--- src/rtl/matmul_seq.sv ---
// matmul_seq: NxN unsigned matrix multiply sequenced through one shared MAC, results streamed row-major.
module matmul_seq #(
  parameter int DW = 8,
  parameter int N  = 3,
  parameter int AW = 2 * DW
) (
  input  logic          clk,
  input  logic          rst,
  input  logic          ld_en,
  input  logic          ld_sel,
  input  logic [3:0]    ld_addr,
  input  logic [DW-1:0] ld_data,
  input  logic          start,
  output logic          busy,
  output logic          res_valid,
  input  logic          res_ready,
  output logic [AW-1:0] res_data,
  output logic [3:0]    res_idx,
  output logic          done
);
  typedef enum logic [1:0] {IDLE, MAC, OUT, FIN} state_t;
  state_t          state_q;
  logic [DW-1:0]   a_q [N*N];
  logic [DW-1:0]   b_q [N*N];
  logic [1:0]      i_q, j_q, k_q;
  logic [AW-1:0]   acc_q;
  logic            busy_q, valid_q, done_q;
  logic [3:0]      idx_q;
  logic [3:0]      a_addr, b_addr;
  logic [2*DW-1:0] prod;
  logic            last_k, last_j, last_e;
  always_comb begin
    a_addr = 4'(i_q * N + k_q);
    b_addr = 4'(k_q * N + j_q);
    prod   = a_q[a_addr] * b_q[b_addr];
    last_k = k_q == 2'(N - 1);
    last_j = j_q == 2'(N - 1);
    last_e = last_j && i_q == 2'(N - 1);
  end
  always_ff @(posedge clk) begin
    if (rst) begin
      state_q <= IDLE;
      a_q     <= '{default: '0};
      b_q     <= '{default: '0};
      i_q     <= '0;
      j_q     <= '0;
      k_q     <= '0;
      acc_q   <= '0;
      busy_q  <= 1'b0;
      valid_q <= 1'b0;
      done_q  <= 1'b0;
      idx_q   <= '0;
    end else begin
      case (state_q)
        IDLE: begin
          if (ld_en && int'(ld_addr) < N * N) begin
            if (ld_sel) b_q[ld_addr] <= ld_data;
            else        a_q[ld_addr] <= ld_data;
          end
          if (start) begin
            state_q <= MAC;
            busy_q  <= 1'b1;
            i_q     <= '0;
            j_q     <= '0;
            k_q     <= '0;
            acc_q   <= '0;
          end
        end
        MAC: begin
          acc_q <= acc_q + AW'(prod);
          k_q   <= last_k ? 2'd0 : k_q + 2'd1;
          if (last_k) begin
            state_q <= OUT;
            valid_q <= 1'b1;
            idx_q   <= 4'(i_q * N + j_q);
          end
        end
        OUT: begin
          // Everything holds until the consumer takes the result.
          if (res_ready) begin
            valid_q <= 1'b0;
            acc_q   <= '0;
            if (last_e) begin
              state_q <= FIN;
              done_q  <= 1'b1;
              busy_q  <= 1'b0;
            end else begin
              state_q <= MAC;
              j_q     <= last_j ? 2'd0 : j_q + 2'd1;
              i_q     <= last_j ? i_q + 2'd1 : i_q;
            end
          end
        end
        default: begin
          done_q  <= 1'b0;
          state_q <= IDLE;
        end
      endcase
    end
  end
  assign busy      = busy_q;
  assign res_valid = valid_q;
  assign res_data  = acc_q;
  assign res_idx   = idx_q;
  assign done      = done_q;
endmodule

--- config.mk ---
export PLATFORM = sky130hd
export DESIGN_NAME = matmul_seq
export DESIGN_NICKNAME = d
export VERILOG_FILES = /design/src/rtl/matmul_seq.sv
export SDC_FILE = /design/constraint.sdc
export NUM_CORES = 1
export LEC_CHECK = 0
export CORE_ASPECT_RATIO = 1.4
export CORE_MARGIN = 2
export CORE_UTILIZATION = 57
export CTS_CLUSTER_SIZE = 40
export DETAILED_ROUTE_END_ITERATION = 8
export GPL_TIMING_DRIVEN = 0
export HOLD_SLACK_MARGIN = 0.03
export MAX_ROUTING_LAYER = met4
export PLACE_DENSITY = 0.77
export SYNTH_ARGS = -nofsm -noshare
export SYNTH_HDL_FRONTEND = slang
export SYNTH_SLANG_ARGS = --single-unit
--- constraint.sdc ---
create_clock -name clk -period 14.8 [get_ports clk]
set_input_delay 3.7 -clock clk [delete_from_list [all_inputs] [get_ports clk]]
set_output_delay 3.7 -clock clk [all_outputs]
set_load 0.02 [all_outputs]
==> flow_metrics.env <==
export IMPL_clk_path_buf_depth=2
export IMPL_remaining_drc_errors=0
export IMPL_drive_above_1_share_pct=10.0
export IMPL_fp_dieW_um=119
export IMPL_ys_ff_latch=175
export IMPL_hold_violations=0
export IMPL_io_buffers=30
export IMPL_dr_total_vias=8288
export IMPL_period_share_pct=54.4
export IMPL_overflow=0
export IMPL_place_hpwl_mm=19.6
export IMPL_h_tree_depth=4
export IMPL_final_common_cell="dfxtp_1"
export IMPL_critPathLaunchType="flop"
export IMPL_yosys_area_top_type_share_pct=33.5
export IMPL_yosysTopAreaCell="dfxtp_1"
export IMPL_final_nets=1303
export IMPL_antenna_found_initial=0
export IMPL_ys_top_cells_by_area="dfxtp_1 (33%), fa_1 (10%), mux2i_1 (9.7%), mux4_2 (6.9%), nor2_1 (5.6%)"
export IMPL_synthArstFlopShare_pct=0
export IMPL_cts_repair_resize_count=0
export IMPL_start_util_pct=58.2
export IMPL_coreArea_sq_um=18000
export IMPL_gp_congestion=0.912
export IMPL_numCtsBuffers=17
export IMPL_status="complete, no violations"
export IMPL_fin_crit_ns=8.05
export IMPL_critPathMaxFanout=9
export IMPL_p_leak_nw=4.77
export IMPL_clk_pin_slew_ns=0.07
export IMPL_synthCells=1136
export IMPL_die_h_um=164
export IMPL_worstMarginPinSlew_ns=1.15
export IMPL_critical_path_class="flop to flop"
export IMPL_grt_max_degree=17
export IMPL_grt_pass1_wl_mm=42.7
export IMPL_synth_flop_cell="dfxtp_1"
export IMPL_yosysSeqAreaShare_pct=33.5
export IMPL_cts_hold_buf=0
export IMPL_synth_edf_count=0
export IMPL_final_max_slew_viol_count=0
export IMPL_syn_area_per_cell_sq_um=9.22
export IMPL_antennaDiodeCount=0
export IMPL_r2r_cells=23
export IMPL_postCtsSetupBuffers=0
export IMPL_max_freq_mhz=124
export IMPL_setup_tns_ns=0
export IMPL_ant_nets=0
export IMPL_arrival_ns=8.38
export IMPL_syn_area_sq_um=10500
export IMPL_clock_skew_ns=0.0114
export IMPL_cts_root_buf="clkbuf_16"
export IMPL_grt_use_total_pct=28.8
export IMPL_r2r_start="j_q[1]"
export IMPL_routedWlPerCell_um=18.0
export IMPL_cp_end_kind="flop"
export IMPL_r2r_slack_ns=6.75
export IMPL_synth_warnings=0
export IMPL_final_cell_mix="dfxtp_1 (175), nor2_1 (155), inv_1 (108)"
export IMPL_row_count=58
export IMPL_rsz0062_at_grt="no"
export IMPL_fp_dieArea_sq_um=19500
export IMPL_finalSetupViolCount=0
export IMPL_area_growth_pct=11.5
export IMPL_cts_tree="built"
export IMPL_hold_path_class="flop to flop"
export IMPL_critPathRequiredTime_ns=15.13
export IMPL_worstReg2RegEnd="res_data[11]"
export IMPL_ioPinCount=41
export IMPL_crit_end="res_data[11]"
export IMPL_grt_pass1_vias=8358
export IMPL_drt_iter0_markers=522
export IMPL_syn_num_nets=1254
export IMPL_totalWireLength_mm=25.9
export IMPL_hold_ws_ns=0.454
export IMPL_clkSinkCount=175
export IMPL_max_cap_viol_count=0
export IMPL_synthDistinctLibCells=56
export IMPL_power_density_nw_per_um2=86.3
export IMPL_crit_start="j_q[1]"
export IMPL_clkLatencyLatePin_ns=0.44
export IMPL_dr_pass1_iters=5
export IMPL_ir_drop_mv=0.0832
export IMPL_via_per_inst=5.76
export IMPL_relSlewSlack_pct=22.4
routing by layer:
layer  wire length [um]  track usage [%]  vias to the layer above  part of all wire, %
li1                   -                -                     3896                    -
met1               9940             31.5                     4001                   38
met2              13100             49.7                      310                   50
met3               1600             5.00                       81                  6.2
met4               1290             16.0                        0                  5.0
met5                  0                -                        -                    0
worst max-delay path, cell delays in order (launching register included):
cell      delay, ns
dfxtp_1        0.45
inv_1          0.13
fa_1           0.60
inv_1          0.06
ha_1           0.20
fa_1           0.47
clkbuf_1       0.31
or3b_2         0.55
nor2_1         0.36
a21oi_1        0.30
or2_2          0.38
fa_1           0.51
fa_1           0.56
inv_1          0.06
fa_1           0.53
inv_1          0.05
fa_1           0.53
inv_1          0.04
ha_1           0.36
a21o_1         0.22
a221oi_1       0.68
o21ai_0        0.23
xor2_1         0.18
a22o_1         0.18
cells by family after synthesis:
logic type / synth area share, %
AND/OR/NAND/NOR: 17.5
buffers and inverters: 6.98
adder cells (fa/ha/maj): 15.8
XOR/XNOR: 1.31
AO/OA/AOI/OAI: 7.39
multiplexers: 17.5
flip-flops: 33.5
registers in the layout, indices dropped and copies added, names as in the netlist:
| register | cells |
|---|---|
| busy | 1 |
| res_idx | 4 |
| b_q | 72 |
| res_data | 16 |
| j_q | 2 |
| state_q | 2 |
| k_q | 2 |
| done | 1 |
| a_q | 72 |
| res_valid | 1 |
| i_q | 2 |
Yosys cell counts, types with 3 or more instances:
cell type    n
or2_2        8
nand3b_1     4
o21ai_0      8
fa_1        54
mux2i_1    101
a21oi_1     88
dfxtp_1    175
mux4_2      32
or3_1        5
clkbuf_1    44
nand2_1    100
nor2b_1      9
buf_2       20
a21o_1       8
nand2b_1    17
nor3_1       3
ha_1        46
inv_1      108
a211oi_1     5
a32o_1       3
buf_6        4
xor2_1       4
mux2_2       9
nand3_1     70
xnor2_1      8
nor2_1     155
a22oi_1     10
through the flow:
step           std cells  cell area (sq um)  util (%)  setup slack (ns)  total power, mW
2_1_floorplan       1136              10500         -              7.68            0.530
3_3_place_gp        1406              11100      61.5              6.94            0.553
3_5_place_dp        1406              11100      61.5              6.86            0.554
4_1_cts             1438              11700      64.8              6.83             1.01
5_1_grt             1438              11700      64.8              6.36             1.03
6_report            1438              11700      64.8              6.75             1.01
power by group:
| group | internal (mW) | switching [mW] | total (mW) |
|---|---|---|---|
| Sequential | 0.474 | 0.00257 | 0.476 |
| Clock | 0.257 | 0.206 | 0.463 |
| Combinational | 0.0201 | 0.0473 | 0.0674 |
| Total | 0.751 | 0.256 | 1.01 |
cell type report:
| class | count | area (sq um) |
|---|---|---|
| Clock buffer | 19 | 443 |
| Timing Repair Buffer | 30 | 300 |
| Inverter | 108 | 405 |
| Clock inverter | 13 | 156 |
| Fill cell | 1501 | 6330 |
| Sequential cell | 175 | 3500 |
| Multi-Input combinational cell | 783 | 6230 |
| Tap cell | 240 | 300 |
| Buffer | 70 | 325 |
how the worst min path moves through the flow:
| stage | to | cells after the start | startpoint |
|---|---|---|---|
| after floorplan | b_q[16] | 2 | b_q[16] |
| after global placement | a_q[22] | 2 | a_q[22] |
| after detailed placement | b_q[19] | 2 | b_q[19] |
| after CTS | b_q[19] | 2 | b_q[19] |
| after global routing | b_q[29] | 2 | b_q[29] |
| final | b_q[19] | 2 | b_q[19] |
Power figures use the tool's default switching activity.
